## config.mk

```make
export PLATFORM = sky130hd
export DESIGN_NAME = sd_boot_loader
export DESIGN_NICKNAME = d
export VERILOG_FILES = /design/src/rtl/sd_boot_loader.sv
export SDC_FILE = /design/constraint.sdc
export NUM_CORES = 1
export LEC_CHECK = 0
export CAP_MARGIN = 20
export CELL_PAD_IN_SITES_DETAIL_PLACEMENT = 2
export CELL_PAD_IN_SITES_GLOBAL_PLACEMENT = 2
export CORE_MARGIN = 5
export CORE_UTILIZATION = 37
export CTS_CLUSTER_SIZE = 28
export DETAILED_ROUTE_END_ITERATION = 10
export PLACE_DENSITY_LB_ADDON = 0.1
export SLEW_MARGIN = 20
export SYNTH_ARGS = -nofsm -noshare
export SYNTH_HDL_FRONTEND = slang
export SYNTH_SLANG_ARGS = --single-unit
```

## constraint.sdc

```tcl
create_clock -name wb_clk -period 12.93 [get_ports wb_clk]
set_input_delay 3.879 -clock wb_clk [delete_from_list [all_inputs] [get_ports wb_clk]]
set_output_delay 3.879 -clock wb_clk [all_outputs]
set_load 0.01 [all_outputs]
```

## src/rtl/sd_boot_loader.sv

```systemverilog
// Boot-time copy engine: reads N_BLOCKS SD blocks through sdspihost and writes them as
// little-endian 32-bit words over a Wishbone B3 classic master, holding cpu_rst until done.
`timescale 1ns/1ps
module sd_boot_loader #(
  parameter logic [31:0] BASE_BLOCK     = 32'd0,
  parameter logic [15:0] N_BLOCKS       = 16'd64,
  parameter logic [31:0] MEM_BASE       = 32'h0000_0000,
  parameter int          RST_CYCLES     = 16,
  parameter logic [23:0] TIMEOUT_CYCLES = 24'd10_000_000
) (
  input  logic        wb_clk,
  input  logic        wb_rst,
  input  logic        start,
  output logic        busy_o,
  output logic        done,
  output logic        error,
  output logic [1:0]  err_code,
  output logic        cpu_rst,
  output logic        spi_rst,
  output logic        spi_r_block,
  output logic        spi_r_byte,
  output logic [31:0] spi_block_addr,
  input  logic        spi_busy,
  input  logic        spi_err,
  input  logic [7:0]  spi_dat_o,
  output logic [31:0] wbm_adr_o,
  output logic [31:0] wbm_dat_o,
  output logic [3:0]  wbm_sel_o,
  output logic        wbm_we_o,
  output logic        wbm_cyc_o,
  output logic        wbm_stb_o,
  output logic [2:0]  wbm_cti_o,
  output logic [1:0]  wbm_bte_o,
  input  logic        wbm_ack_i,
  input  logic        wbm_err_i
);

  typedef enum logic [3:0] {
    S_IDLE, S_SPI_RST, S_WAIT_INIT, S_BLK_REQ, S_BLK_WAIT, S_BYTE_REQ,
    S_BYTE_WAIT, S_WB_WRITE, S_NEXT_BLK, S_DONE, S_ERROR
  } state_t;

  state_t      r_state;
  logic [23:0] r_tmo;
  logic [15:0] r_blk;
  logic [8:0]  r_byte_cnt;
  logic [23:0] r_word;
  logic        r_seen;
  logic        r_busy, r_done, r_error, r_cpu_rst, r_spi_rst, r_r_block, r_r_byte, r_cyc;
  logic [1:0]  r_err_code;
  logic [31:0] r_blk_addr, r_adr, r_dat;

  logic        w_active;
  logic [1:0]  w_err_code;
  logic [15:0] w_blk_inc;

  assign w_blk_inc = r_blk + 16'd1;

  // Error sources in priority order: SD host, Wishbone slave, then per-state timeout.
  always_comb begin
    w_active   = !(r_state inside {S_IDLE, S_DONE, S_ERROR});
    w_err_code = 2'd0;
    if (w_active && spi_err)                                 w_err_code = 2'd1;
    else if (r_cyc && wbm_err_i)                             w_err_code = 2'd3;
    else if (w_active && r_tmo == TIMEOUT_CYCLES - 24'd1)    w_err_code = 2'd2;
  end

  always_ff @(posedge wb_clk or posedge wb_rst) begin
    if (wb_rst) begin
      r_state    <= S_IDLE;
      r_tmo      <= '0;
      r_blk      <= '0;
      r_byte_cnt <= '0;
      r_word     <= '0;
      r_seen     <= 1'b0;
      r_busy     <= 1'b0;
      r_done     <= 1'b0;
      r_error    <= 1'b0;
      r_err_code <= 2'd0;
      r_cpu_rst  <= 1'b1;
      r_spi_rst  <= 1'b1;
      r_r_block  <= 1'b0;
      r_r_byte   <= 1'b0;
      r_cyc      <= 1'b0;
      r_blk_addr <= '0;
      r_adr      <= '0;
      r_dat      <= '0;
    end else begin
      r_r_byte <= 1'b0;
      r_tmo    <= r_tmo + 24'd1;
      if (w_err_code != 2'd0) begin
        r_state    <= S_ERROR;
        r_error    <= 1'b1;
        r_err_code <= w_err_code;
        r_cpu_rst  <= 1'b1;
        r_spi_rst  <= 1'b1;
        r_r_block  <= 1'b0;
        r_cyc      <= 1'b0;
        r_busy     <= 1'b0;
        r_tmo      <= '0;
      end else begin
        case (r_state)
          S_IDLE, S_DONE, S_ERROR: if (start) begin
            r_state    <= S_SPI_RST;
            r_busy     <= 1'b1;
            r_done     <= 1'b0;
            r_error    <= 1'b0;
            r_err_code <= 2'd0;
            r_cpu_rst  <= 1'b1;
            r_spi_rst  <= 1'b1;
            r_tmo      <= '0;
            r_blk      <= '0;
            r_byte_cnt <= '0;
            r_adr      <= MEM_BASE;
            r_seen     <= 1'b0;
          end
          S_SPI_RST: if (r_tmo == 24'(RST_CYCLES - 1)) begin
            r_state   <= S_WAIT_INIT;
            r_spi_rst <= 1'b0;
            r_tmo     <= '0;
          end
          S_WAIT_INIT: if (!spi_busy) begin
            r_state    <= S_BLK_REQ;
            r_r_block  <= 1'b1;
            r_blk_addr <= BASE_BLOCK + {16'd0, r_blk};
            r_tmo      <= '0;
          end
          S_BLK_REQ: begin
            r_state <= S_BLK_WAIT;
            r_seen  <= 1'b0;
            r_tmo   <= '0;
          end
          // Busy must be seen high before its fall counts as completion.
          S_BLK_WAIT:
            if (!r_seen) r_seen <= spi_busy;
            else if (!spi_busy) begin
              r_state  <= S_BYTE_REQ;
              r_r_byte <= 1'b1;
              r_tmo    <= '0;
            end
          S_BYTE_REQ: begin
            r_state <= S_BYTE_WAIT;
            r_seen  <= 1'b0;
            r_tmo   <= '0;
          end
          S_BYTE_WAIT:
            if (!r_seen) r_seen <= spi_busy;
            else if (!spi_busy) begin
              r_byte_cnt <= r_byte_cnt + 9'd1;
              r_tmo      <= '0;
              if (r_byte_cnt[1:0] == 2'd3) begin
                r_state <= S_WB_WRITE;
                r_cyc   <= 1'b1;
                r_dat   <= {spi_dat_o, r_word[23:0]};
              end else begin
                r_word[{r_byte_cnt[1:0], 3'b000} +: 8] <= spi_dat_o;
                r_state  <= S_BYTE_REQ;
                r_r_byte <= 1'b1;
              end
            end
          S_WB_WRITE: if (wbm_ack_i) begin
            r_cyc <= 1'b0;
            r_adr <= r_adr + 32'd4;
            r_tmo <= '0;
            if (r_byte_cnt == 9'd0) begin
              r_state   <= S_NEXT_BLK;
              r_r_block <= 1'b0;
            end else begin
              r_state  <= S_BYTE_REQ;
              r_r_byte <= 1'b1;
            end
          end
          S_NEXT_BLK: begin
            r_blk <= w_blk_inc;
            r_tmo <= '0;
            if (w_blk_inc == N_BLOCKS) begin
              r_state   <= S_DONE;
              r_done    <= 1'b1;
              r_busy    <= 1'b0;
              r_cpu_rst <= 1'b0;
              r_spi_rst <= 1'b0;
            end else begin
              r_state    <= S_BLK_REQ;
              r_r_block  <= 1'b1;
              r_blk_addr <= BASE_BLOCK + {16'd0, w_blk_inc};
            end
          end
          default: r_state <= S_IDLE;
        endcase
      end
    end
  end

  assign busy_o         = r_busy;
  assign done           = r_done;
  assign error          = r_error;
  assign err_code       = r_err_code;
  assign cpu_rst        = r_cpu_rst;
  assign spi_rst        = r_spi_rst;
  assign spi_r_block    = r_r_block;
  assign spi_r_byte     = r_r_byte;
  assign spi_block_addr = r_blk_addr;
  assign wbm_adr_o      = r_adr;
  assign wbm_dat_o      = r_dat;
  assign wbm_sel_o      = 4'hF;
  assign wbm_we_o       = r_cyc;
  assign wbm_cyc_o      = r_cyc;
  assign wbm_stb_o      = r_cyc;
  assign wbm_cti_o      = 3'b000;
  assign wbm_bte_o      = 2'b00;

endmodule
```

; ---- Word level (Yosys, flattened, before mapping)
; Cells that the tools add are included.
[totals]
regBits = 184
in_bits = 15
elab_cells = 173
out_inout_bits = 117
[op_classes]
eq_ne = 33
bitwise = 3
muxes = 75
n_addsub = 5
reduce_logical = 37
shifts = 2
[ops]
columns = cell, count
row1 = $mux W24, 6
row2 = $pmux W24 S6, 1
row3 = $mux W32, 4
row4 = $pmux W32 S2, 2
row5 = $mux W4, 11
row6 = $ne A3 B3 Y1 const B, 12
row7 = $pmux W4 S9, 1
row8 = $add A32 B3 Y32 const B, 1
row9 = $pmux W16 S2, 1
row10 = $mux W1, 29
row11 = $mux W9, 3
row12 = $reduce_and A5 Y1, 5
row13 = $add A24 B1 Y24 const B, 1
row14 = $bwmux W24, 1
row15 = $eq A24 B24 Y1 const B, 1
row16 = $eq A24 B4 Y1 const B, 1
row17 = $shift A8 B7 Y24 const A, 1
row18 = $shiftx A8 B7 Y24, 1
row19 = $pmux W9 S2, 1
row20 = $add A16 B1 Y16 const B, 1
row21 = $eq A16 B7 Y1 const B, 1
row22 = $eq A4 B3 Y1 const B, 4
row23 = $mux W16, 1
row24 = $reduce_and A4 Y1, 4
row25 = 23 further kinds, 61

; ---- Logic depth before layout (Yosys ltp)
; Gate-level depths: netlist of the first run.
[logic_depth]
word_depth = 10
depth_mapped = 11

; ---- Worst setup path before layout of the first run
; No wires, ideal clock.
[synth_timing]
path_type = input to register
startpoint = input port start
endpoint = register r_adr[18], in the netlist wbm_adr_o[18]
setup_ns = 0.132
slack_ns = 7.366
required_ns = 12.798
arrival_ns = 5.432
cell_stages = 8
path_cell_list = clkbuf_1 > inv_1 > nor3_2 > o2111a_1 > clkbuf_1 > nand4_1 > xor2_1 > nor2_1
[synth_via]
elab_chain_cells = 2
[synth_rtl]
columns = element, line
row1 = "start, declared", 13  ; input logic start,
row2 = $ne A2 B2 Y1 (no source line), n/a
row3 = $reduce_and A4 Y1 (no source line), n/a
row4 = "end signal, assigned", 163  ; r_adr <= r_adr + 32'd4;
row5 = "end, declared", 51  ; logic [31:0] r_blk_addr, r_adr, r_dat;
; No other way between the ends.
; A chain may end at the register's enable or synchronous reset.

; ---- Worst setup path after layout of the first run
[layout_timing]
startpoint = input port start
endpoint = register r_byte_cnt[8]
[layout_via]
elab_chain_cells = 2
[layout_rtl]
columns = element, line
row1 = $ne A2 B2 Y1 (no source line), n/a
row2 = $reduce_and A5 Y1 (no source line), n/a
row3 = "end signal, assigned", 149  ; r_byte_cnt <= r_byte_cnt + 9'd1;
row4 = "end, declared", 46  ; logic [8:0] r_byte_cnt;
; No other way between the ends.

==> metrics.md, run 1 <==
| Metric | Value |
|---|---|
| Post-Syn Area | `8630 sq um` |
| Share of cells above drive strength 1 | `0.0993` |
| Clock sinks | `166` |
| Postcts setup bufs | `0` |
| Vias per cell | `5.34` |
| Global route overflow | `0` |
| Port bufs | `104` |
| Filler cell count | `2409` |
| Fin crit period | `6240 ps` |
| Top cells by area, synth | `dfrtp_1, nor2_1, xor2_1` |
| Final setup TNS | `0 ps` |
| Post-DRT Antenna Nets | `0` |
| Crit path max fanout | `10` |
| Async SR Flop Fraction | `1.00` |
| Cts hold-fix bufs | `0` |
| GRT Total Usage | `0.204` |
| Startpoint Class | `input port` |
| CTS Buf Count | `17` |
| Max transition margin | `0.281` |
| Total inserted antenna cells | `0` |
| Fin cells | `1290` |
| Tot Pwr | `1.51 mW` |
| Max incr delay on CP | `680 ps` |
| Die height | `163 um` |
| H-Tree Depth | `4` |
| Unrepaired setup endpoints after global routing | `false` |
| Slowest-stage cell, CP | `clkdlybuf4s50_1` |
| Worst hold path type | `reg2reg` |
| Peak supply drop | `0.0739 mV` |
| Row count | `55` |
| Post-cts resize count | `0` |
| Main flop type after synthesis | `dfrtp_1` |
| Period utilization | `0.482` |
| HPWL after DPL | `18100 um` |
| Critical path required time | `13230 ps` |
| Max-slew violations | `0` |
| WL per Instance | `20.3 um` |
| Worst-margin pin slew | `1080 ps` |
| Post-DP Area | `9790 sq um` |
| Final layout net count | `988` |
| DR pass1 iterations | `4` |
| GP Congestion | `0.793` |
| Endpoint type of the worst setup path | `flip-flop` |
| Register area share after synthesis | `0.482` |
| Synth warnings | `0` |
| Layout area overhead | `20.5%` |
| Syn avg cell area | `9.75 sq um` |
| Full die area | `26500 sq um` |
| Worst Skew | `17.4 ps` |
| Die W | `163 um` |
| Dpl cells | `1257` |
| Crit path buffers/inverters | `2` |
| Cells after Synth | `885` |
| CTS Root Cell | `clkbuf_16` |
| Clk Latency, worst-skew pair | `440 ps` |
| Max cap viols | `0` |
| Max Fclk | `160 MHz` |
| Outcome | `completed` |
| Multi-input gate area in the final layout | `4000 sq um` |
| FF/Latch Area | `4160 sq um` |
| Area leader, netlist | `dfrtp_1` |
| Synth top area share | `0.476` |
| Vias in the first global route | `7901` |
| DRT iter0 DRCs | `284` |
| Setup-failing EPs final | `0` |
| Remaining DRCs | `0` |
| Clock Pin Slew Worst Setup and Hold Paths | `70 ps` |
| Design area | `10400 sq um` |
| CP top delay family | `simple AND/OR/NAND/NOR gates` |
| CTS Buffer Depth | `2` |
| Largest net degree at the start of global routing | `95` |
| Synth Register Bits | `166` |
| WP data arrival | `6540 ps` |
| PnR worst setup slack | `6690 ps` |
| Worst-path cell chain | `clkdlybuf4s50_1 > inv_1 > nor3_2 > o2111ai_1 > nor4_1 > xnor2_1 > nor2_1` |
| Most frequent cell after synthesis | `dfrtp_1` |
| Starting Density | `0.379` |
| Leak | `4.55 nW` |
| IO Count | `132` |
| First-pass GRT wire length | `43300 um` |
| Post-synth EDFFs | `0` |
| Netlist cell types | `64` |
| Via count | `6887` |
| Final wirelength | `26200 um` |
| Place WS | `6220 ps` |
| Final hold vios | `0` |
| Power Dens Cells | `145 nW/um^2` |
| Crit Path Class | `in2reg` |
| CTS tree | `yes` |
| Initial antenna violation count | `0` |
| Core footprint | `22800 sq um` |
| Top cells by count, synth | `dfrtp_1, nor2_1, nand2_1` |
| Reg2reg setup slack | `9100 ps` |
## area by class of cell
| type | instances | share of cell area |
|---|---|---|
| clock buffer | 17 | 0.0409 |
| clock inverter | 15 | 0.0168 |
| inverter | 43 | 0.0160 |
| multi-input combinational | 626 | 0.384 |
| sequential | 166 | 0.400 |
| tap | 313 | 0.0377 |
| timing repair buffer | 110 | 0.105 |
## layer usage
metal | vias up | track usage | wire [um]
met5 | - | 0 | 0
met4 | 0 | 0.0477 | 345
met3 | 27 | 0.0380 | 803
met2 | 121 | 0.365 | 13600
met1 | 3576 | 0.255 | 11400
li1 | 3163 | - | -
## through the flow
step            util  hold WS, ps
2_1_floorplan      -          448
3_3_place_gp   0.429          461
3_5_place_dp   0.430          494
4_1_cts        0.456          507
5_1_grt        0.457          528
6_report       0.457          497
## final timing paths
kind	startpoint	to	cells past startpoint
max	start	r_byte_cnt[8]$_DFFE_PP0P_	7
min	r_tmo[0]$_DFF_PP0_	r_tmo[0]$_DFF_PP0_	1
max reg2reg	r_state[1]$_DFFE_PP0P_	wbm_dat_o[30]$_DFFE_PP0P_	8
min reg2reg	r_tmo[0]$_DFF_PP0_	r_tmo[0]$_DFF_PP0_	1
max in group asynchronous	wb_rst	wbm_adr_o[8]$_DFFE_PP0P_	3
min in group asynchronous	wb_rst	wbm_dat_o[1]$_DFFE_PP0P_	2
## cell families (layout without fill, tap and decap cells)
group / after synthesis / count (layout) / synth area share
AO/OA/AOI/OAI: 111 / 111 / 0.0806
XOR/XNOR: 69 / 69 / 0.0700
AND/OR/NAND/NOR: 343 / 343 / 0.196
adder cells (fa/ha/maj): 9 / 9 / 0.0131
buffers and inverters: 118 / 185 / 0.0689
other: 2 / 27 / 0.000870
multiplexers: 67 / 67 / 0.0890
flip-flops: 166 / 166 / 0.482
## power by group
group          internal (mW)  total [mW]  switching (mW)  leakage [nW]
clock                  0.261       0.518           0.256         0.289
sequential             0.551       0.606          0.0548          2.17
combinational          0.125       0.387           0.261          2.09
## placed cells by master (no fill, tap or decap), types with 7 or more instances in the layout
master,instances
nand3_1,41
and3_1,22
conb_1,27
nor2_1,95
xnor2_1,29
nor4_1,12
mux2_4,10
ha_1,9
mux2i_1,19
o21ai_1,10
nand4_1,35
a31oi_1,16
a21oi_1,22
nand2_1,74
clkbuf_16,17
mux2_2,31
o21ai_0,28
clkdlybuf4s50_1,104
nand2b_1,8
xor2_1,40
nor3_1,22
inv_1,41
and2_1,7
dfrtp_1,164
mux2_1,7
## flip-flops by register name, summed over array words and instances, names as in the netlist
name	count
r_word	24
spi_block_addr	16
spi_r_block	1
spi_rst	1
r_seen	1
r_state	4
error	1
cpu_rst	1
err_code	2
busy_o	1
wbm_cyc_o	1
done	1
spi_r_byte	1
r_byte_cnt	9
wbm_dat_o	32
r_tmo	24
wbm_adr_o	30
r_blk	16
Note: power is estimated with default switching activity, not from simulation.
==> run 2, diff against run 1 <==
Settings changed: CORE_UTILIZATION 37 to 34.
Clock period 12.93 ns to 6.4 ns, I/O delays scaled along.
==> run 2 against run 1 <==
Effect of this change: utilization shrank 3.9 points; routed wire length shrank 6.7%; non-clock buffer count unchanged; critical path depth shrank 1; hold slack hardly changed; flip-flop and latch count unchanged; global-route usage decreased by 2.8 points; critical path type unchanged.
==> metrics.md, run 2 (synthesis gave the netlist of run 1 again) <==
| Metric | Value |
|---|---|
| Global route overflow | `0 (unchanged)` |
| Max-slew violations | `0 (unchanged)` |
| Unrepaired setup endpoints after global routing | `false` |
| Peak supply drop | `0.159 mV (+120%)` |
| Outcome | `completed` |
| First-pass GRT wire length | `41100 um (-5.0%)` |
| Endpoint type of the worst setup path | `flip-flop` |
| Worst-path cell chain | `clkdlybuf4s50_1 > o21ai_1 > and3_1 > o21ai_1 > nor2_2 > mux2_2` |
| Final layout net count | `988 (unchanged)` |
| Row count | `58 (+5.5%)` |
| Critical path required time | `6720 ps (-6510 ps)` |
| Startpoint Class | `input port` |
| Fin crit period | `4250 ps` |
| Total inserted antenna cells | `0 (unchanged)` |
| Worst hold path type | `reg2reg` |
| Max cap viols | `0 (unchanged)` |
| Full die area | `28700 sq um (+8.3%)` |
| Final hold vios | `0 (unchanged)` |
| Setup-failing EPs final | `0 (unchanged)` |
| Remaining DRCs | `0 (unchanged)` |
| Crit path buffers/inverters | `1 (-1)` |
| Clock sinks | `166 (unchanged)` |
| Clk Latency, worst-skew pair | `440 ps (about the same)` |
| Share of cells above drive strength 1 | `0.101 (+0.00205)` |
| Design area | `10500 sq um (+0.72%)` |
| WP data arrival | `4570 ps (-1970 ps)` |
| Post-DP Area | `9820 sq um (+0.32%)` |
| Max Fclk | `235 MHz` |
| CTS tree | `yes` |
| GRT Total Usage | `0.176 (-0.0275)` |
| Final setup TNS | `0 ps (unchanged)` |
| Max incr delay on CP | `830 ps (+150 ps)` |
| DRT iter0 DRCs | `268 (-5.6%)` |
| Worst path most repeated cell | `o21ai_1` |
| Slowest-stage cell, CP | `nor2_2` |
| CTS Root Cell | `clkbuf_16` |
| Final wirelength | `24400 um (-6.7%)` |
| Hold WS | `498 ps (+0.287 ps)` |
| Crit path max fanout | `15 (+5)` |
| Clock Pin Slew Worst Setup and Hold Paths | `90 ps (+20 ps)` |
| Place WS | `1590 ps (-4620 ps)` |
| Final core area utilization | `0.417 (-0.0394)` |
| Cts hold-fix bufs | `0 (unchanged)` |
| HPWL after DPL | `16600 um (-8.1%)` |
| Starting Density | `0.344 (-0.0352)` |
| Layout area overhead | `21.4%` |
| Worst Skew | `15.1 ps (-2.31 ps)` |
| Core footprint | `25100 sq um (+10%)` |
| CTS Buffer Depth | `2 (unchanged)` |
| Post-cts resize count | `0 (unchanged)` |
| Largest register FFs | `32 (unchanged)` |
| Vias per cell | `5.17 (-3.1%)` |
| CTS Buf Count | `17 (unchanged)` |
| Leak | `4.57 nW (+0.39%)` |
| Most common cell after layout, fill and taps aside | `dfrtp_1` |
| Crit Path Class | `in2reg` |
| Initial antenna violation count | `0 (unchanged)` |
| Power Dens Cells | `296 nW/um^2 (+100%)` |
| H-Tree Depth | `4 (unchanged)` |
| GP Congestion | `0.766 (-3.5%)` |
| WL per Instance | `18.7 um (-7.9%)` |
| PnR worst setup slack | `2150 ps (-4540 ps)` |
| Max transition margin | `0.296 (+0.0144)` |
| Most frequent cells in the layout | `dfrtp_1, clkdlybuf4s50_1, nor2_1` |
| Worst-margin pin slew | `1060 ps (-20.4 ps)` |
| Vias in the first global route | `7403 (-6.3%)` |
| Port bufs | `104 (unchanged)` |
| Postcts setup bufs | `0 (unchanged)` |
| Largest net degree at the start of global routing | `167 (+76%)` |
| IO Count | `132 (unchanged)` |
| Post-DRT Antenna Nets | `0 (unchanged)` |
| DR pass1 iterations | `4 (unchanged)` |
| Die height | `169 um (+4.1%)` |
| CP top delay family | `simple AND/OR/NAND/NOR gates` |
| Via count | `6763 (-1.8%)` |
| Period utilization | `0.664` |
| Die W | `169 um (+4.1%)` |
[run 2: power by group]
| group | switching [mW] | internal, mW | leakage [nW] |
|---|---|---|---|
| sequential | 0.109 | 1.11 | 2.17 |
| combinational | 0.526 | 0.263 | 2.09 |
| clock | 0.547 | 0.545 | 0.305 |
[run 2: layout make-up]
class | instances | area (sq um)
flip-flops and latches | 166 | 4160
inverters | 43 | 165
clock buffers | 17 | 425
fillers | 2723 | 14600
clock inverters | 15 | 211
multi-input cells | 626 | 4000
repair buffers | 110 | 1100
well taps | 330 | 413
[run 2: final timing paths]
path,from,to,slack [ps],depth (start not counted)
worst max-delay path,spi_err,spi_block_addr[14]$_DFFE_PP0P_,2150,6
worst min-delay path,r_word[15]$_DFFE_PP0P_,wbm_dat_o[15]$_DFFE_PP0P_,500,1
worst max register to register,r_state[1]$_DFFE_PP0P_,spi_block_addr[14]$_DFFE_PP0P_,2630,7
worst min register to register,r_word[15]$_DFFE_PP0P_,wbm_dat_o[15]$_DFFE_PP0P_,500,1
max in group asynchronous,wb_rst,r_tmo[9]$_DFF_PP0_,3570,3
min in group asynchronous,wb_rst,wbm_dat_o[7]$_DFFE_PP0P_,2110,3
[run 2: routing by layer]
metal | share of wire | GRT usage | vias up | wire length, um
li1 | - | - | 3165 | -
met1 | 0.47 | 0.244 | 3473 | 11500
met4 | 0.013 | 0.0441 | 0 | 328
met5 | 0 | 0 | - | 0
met2 | 0.48 | 0.288 | 101 | 11800
met3 | 0.034 | 0.0328 | 24 | 834
[run 2: worst register-to-register path: cells and delay by family (launching register included)]
| kind | cells | cell delay (ps) |
|---|---|---|
| AND/OR/NAND/NOR | 2 | 1340 |
| multiplexers | 2 | 800 |
| flip-flops | 1 | 780 |
| AO/OA/AOI/OAI | 2 | 490 |
| XOR/XNOR | 1 | 260 |
[run 2: per-stage QoR]
stage,total power [mW],cells
2_1_floorplan,1.74,910
3_3_place_gp,2.01,1274
3_5_place_dp,2.03,1274
4_1_cts,3.15,1306
5_1_grt,3.29,1307
6_report,3.10,1307
==> run 3, diff against run 2 <==
Clock period 6.4 ns to 4.5 ns, I/O delays scaled along.
==> run 3 against run 2 <==
Effect of this change: non-clock buffer count is 9 higher; flip-flop and latch count stayed put; combinational power is 47% higher; utilization is 0.29 points higher; routed wire length is 1.4% higher; sequential power is 42% higher; via count is 0.19% higher; count of clock-buffer cells in the layout stayed put; critical path depth is 1 higher; total power is 44% higher; highest routed layer unchanged.
==> metrics.md, run 3 (synthesis gave the netlist of run 1 again) <==
| Metric | Value |
|---|---|
| Outcome | `completed` |
| Final wirelength | `24800 um (+1.4%)` |
| Clk Latency, worst-skew pair | `440 ps (about the same)` |
| Power Dens Cells | `423 nW/um^2 (+43%)` |
| Post-DP Area | `9900 sq um (+0.85%)` |
| Worst-path cell chain | `clkdlybuf4s50_1 > inv_1 > nor3_2 > o211a_1 > nand3_1 > or3_1 > a21oi_1` |
| WP data arrival | `3870 ps (-700 ps)` |
| Peak supply drop | `0.221 mV (+39%)` |
| Total inserted antenna cells | `0 (unchanged)` |
| Post-DRT Antenna Nets | `0 (unchanged)` |
| Final layout net count | `997 (+0.91%)` |
| Fin crit period | `3520 ps` |
| WL per Instance | `18.8 um (+0.75%)` |
| Share of cells above drive strength 1 | `0.108 (+0.00617)` |
| Critical path required time | `4850 ps (-1870 ps)` |
| Row count | `58 (unchanged)` |
| Setup-failing EPs final | `0 (unchanged)` |
| CTS tree | `yes` |
| Initial antenna violation count | `0 (unchanged)` |
| DR pass1 iterations | `4 (unchanged)` |
| Layout area overhead | `22.2%` |
| Clock sinks | `166 (unchanged)` |
| Leak | `4.62 nW (+1.1%)` |
| Slowest-stage cell, CP | `clkdlybuf4s50_1` |
| Worst Skew | `16.9 ps (+1.78 ps)` |
| IO Count | `132 (unchanged)` |
| GRT Total Usage | `0.179 (+0.00251)` |
| Post-cts resize count | `0 (unchanged)` |
| Max-slew violations | `0 (unchanged)` |
| Via count | `6776 (+0.19%)` |
| Power share of the combinational group | `0.260 (+0.006)` |
| Max incr delay on CP | `660 ps (-170 ps)` |
| Global route overflow | `0 (unchanged)` |
| Psw | `1.70 mW (+44%)` |
| Part of the power in registers | `0.387 (-0.007)` |
| Clock Pin Slew Worst Setup and Hold Paths | `90 ps (about the same)` |
| Period utilization | `0.783` |
| Starting Density | `0.344 (unchanged)` |
| Worst hold path type | `reg2reg` |
| CTS Root Cell | `clkbuf_16` |
| CTS Buffer Depth | `2 (unchanged)` |
| Clock power frac | `0.352 (about the same)` |
| Die height | `169 um (unchanged)` |
| Most frequent cells in the layout | `dfrtp_1, clkdlybuf4s50_1, nor2_1` |
| H-Tree Depth | `4 (unchanged)` |
| Unrepaired setup endpoints after global routing | `false` |
| Pint | `2.76 mW (+43%)` |
| Largest register FFs | `32 (unchanged)` |
| Cts hold-fix bufs | `0 (unchanged)` |
| Port bufs | `104 (unchanged)` |
| Startpoint Class | `input port` |
| Max Fclk | `284 MHz` |
| Crit path buffers/inverters | `2 (+1)` |
| Tot Pwr | `4.46 mW (+44%)` |
| Endpoint type of the worst setup path | `flip-flop` |
| Max cap viols | `0 (unchanged)` |
| CTS Buf Count | `17 (unchanged)` |
| Largest net degree at the start of global routing | `83 (-50%)` |
| Die W | `169 um (unchanged)` |
| Final setup TNS | `0 ps (unchanged)` |
| Core footprint | `25100 sq um (unchanged)` |
| Switching share of total power | `0.382 (+0.000769)` |
| CP top delay family | `simple AND/OR/NAND/NOR gates` |
| DRT iter0 DRCs | `256 (-4.5%)` |
| Crit Path Class | `in2reg` |
| Design area | `10500 sq um (+0.69%)` |
| Remaining DRCs | `0 (unchanged)` |
| Vias in the first global route | `7493 (+1.2%)` |
| Max transition margin | `0.334 (+0.0382)` |
| Most common cell after layout, fill and taps aside | `dfrtp_1` |
| GP Congestion | `0.746 (-2.6%)` |
| Final hold vios | `0 (unchanged)` |
| Worst-margin pin slew | `997 ps (-58.3 ps)` |
| HPWL after DPL | `17300 um (+4.4%)` |
| Full die area | `28700 sq um (unchanged)` |
| First-pass GRT wire length | `41500 um (+1.0%)` |
| Vias per cell | `5.15 (-0.49%)` |
| Crit path max fanout | `13 (-2)` |
| Postcts setup bufs | `0 (unchanged)` |
run 3: cell types whose count changed in the layout (fill, tap and decap cells not counted), sizes merged:
cell / change
buf: +9
run 3: worst paths after layout:
| check | from | endpoint | slack [ps] | cells past startpoint |
|---|---|---|---|---|
| max | start | wbm_adr_o[25]$_DFFE_PP0P_ | 980 | 7 |
| min | r_tmo[0]$_DFF_PP0_ | r_tmo[0]$_DFF_PP0_ | 490 | 1 |
| max reg2reg | r_state[3]$_DFFE_PP0P_ | r_word[6]$_DFFE_PP0P_ | 1220 | 8 |
| min reg2reg | r_tmo[0]$_DFF_PP0_ | r_tmo[0]$_DFF_PP0_ | 490 | 1 |
| max in group asynchronous | wb_rst | wbm_adr_o[6]$_DFFE_PP0P_ | 2360 | 3 |
| min in group asynchronous | wb_rst | spi_block_addr[2]$_DFFE_PP0P_ | 1300 | 2 |
run 3: stage by stage:
| stage | cells | hold WS, ps | utilization | worst slack [ps] |
|---|---|---|---|---|
| after floorplan | 910 | 448 | - | 1040 |
| after global placement | 1284 | 467 | 0.394 | 645 |
| after detailed placement | 1284 | 481 | 0.394 | 502 |
| after CTS | 1316 | 496 | 0.420 | 947 |
| after global routing | 1316 | 520 | 0.420 | 782 |
| final | 1316 | 488 | 0.420 | 977 |
run 3: per-layer routing:
layer	part of all wire	track usage	up-vias
li1	-	-	3188
met1	0.47	0.243	3470
met2	0.49	0.302	103
met3	0.030	0.0312	15
met4	0.0075	0.0364	0
met5	0	0	-
run 3: worst register-to-register path: stages (launching register included):
cell and delay [ps]:
dfrtp_1 730, nand2b_1 270, mux2_2 370, o21ai_1 350
and3_1 360, buf_4 210, and4_1 590, nand3_1 180
o21ai_1 150
run 3: cell type report:
type	count	area, sq um
clock buffer	17	425
sequential	166	4160
inverter	43	165
timing repair buffer	119	1180
clock inverter	15	216
tap	330	413
multi-input combinational	626	3990
fill	2720	14600
run 3: power by group through the flow:
stage               Combinational [mW]  Sequential, mW  Clock [mW]
floorplan                        0.788            1.68           0
global placement                  1.17            1.75           0
detailed placement                1.18            1.75           0
CTS                               1.19            1.73        1.61
global route                      1.29            1.74        1.67
finish                            1.16            1.73        1.57
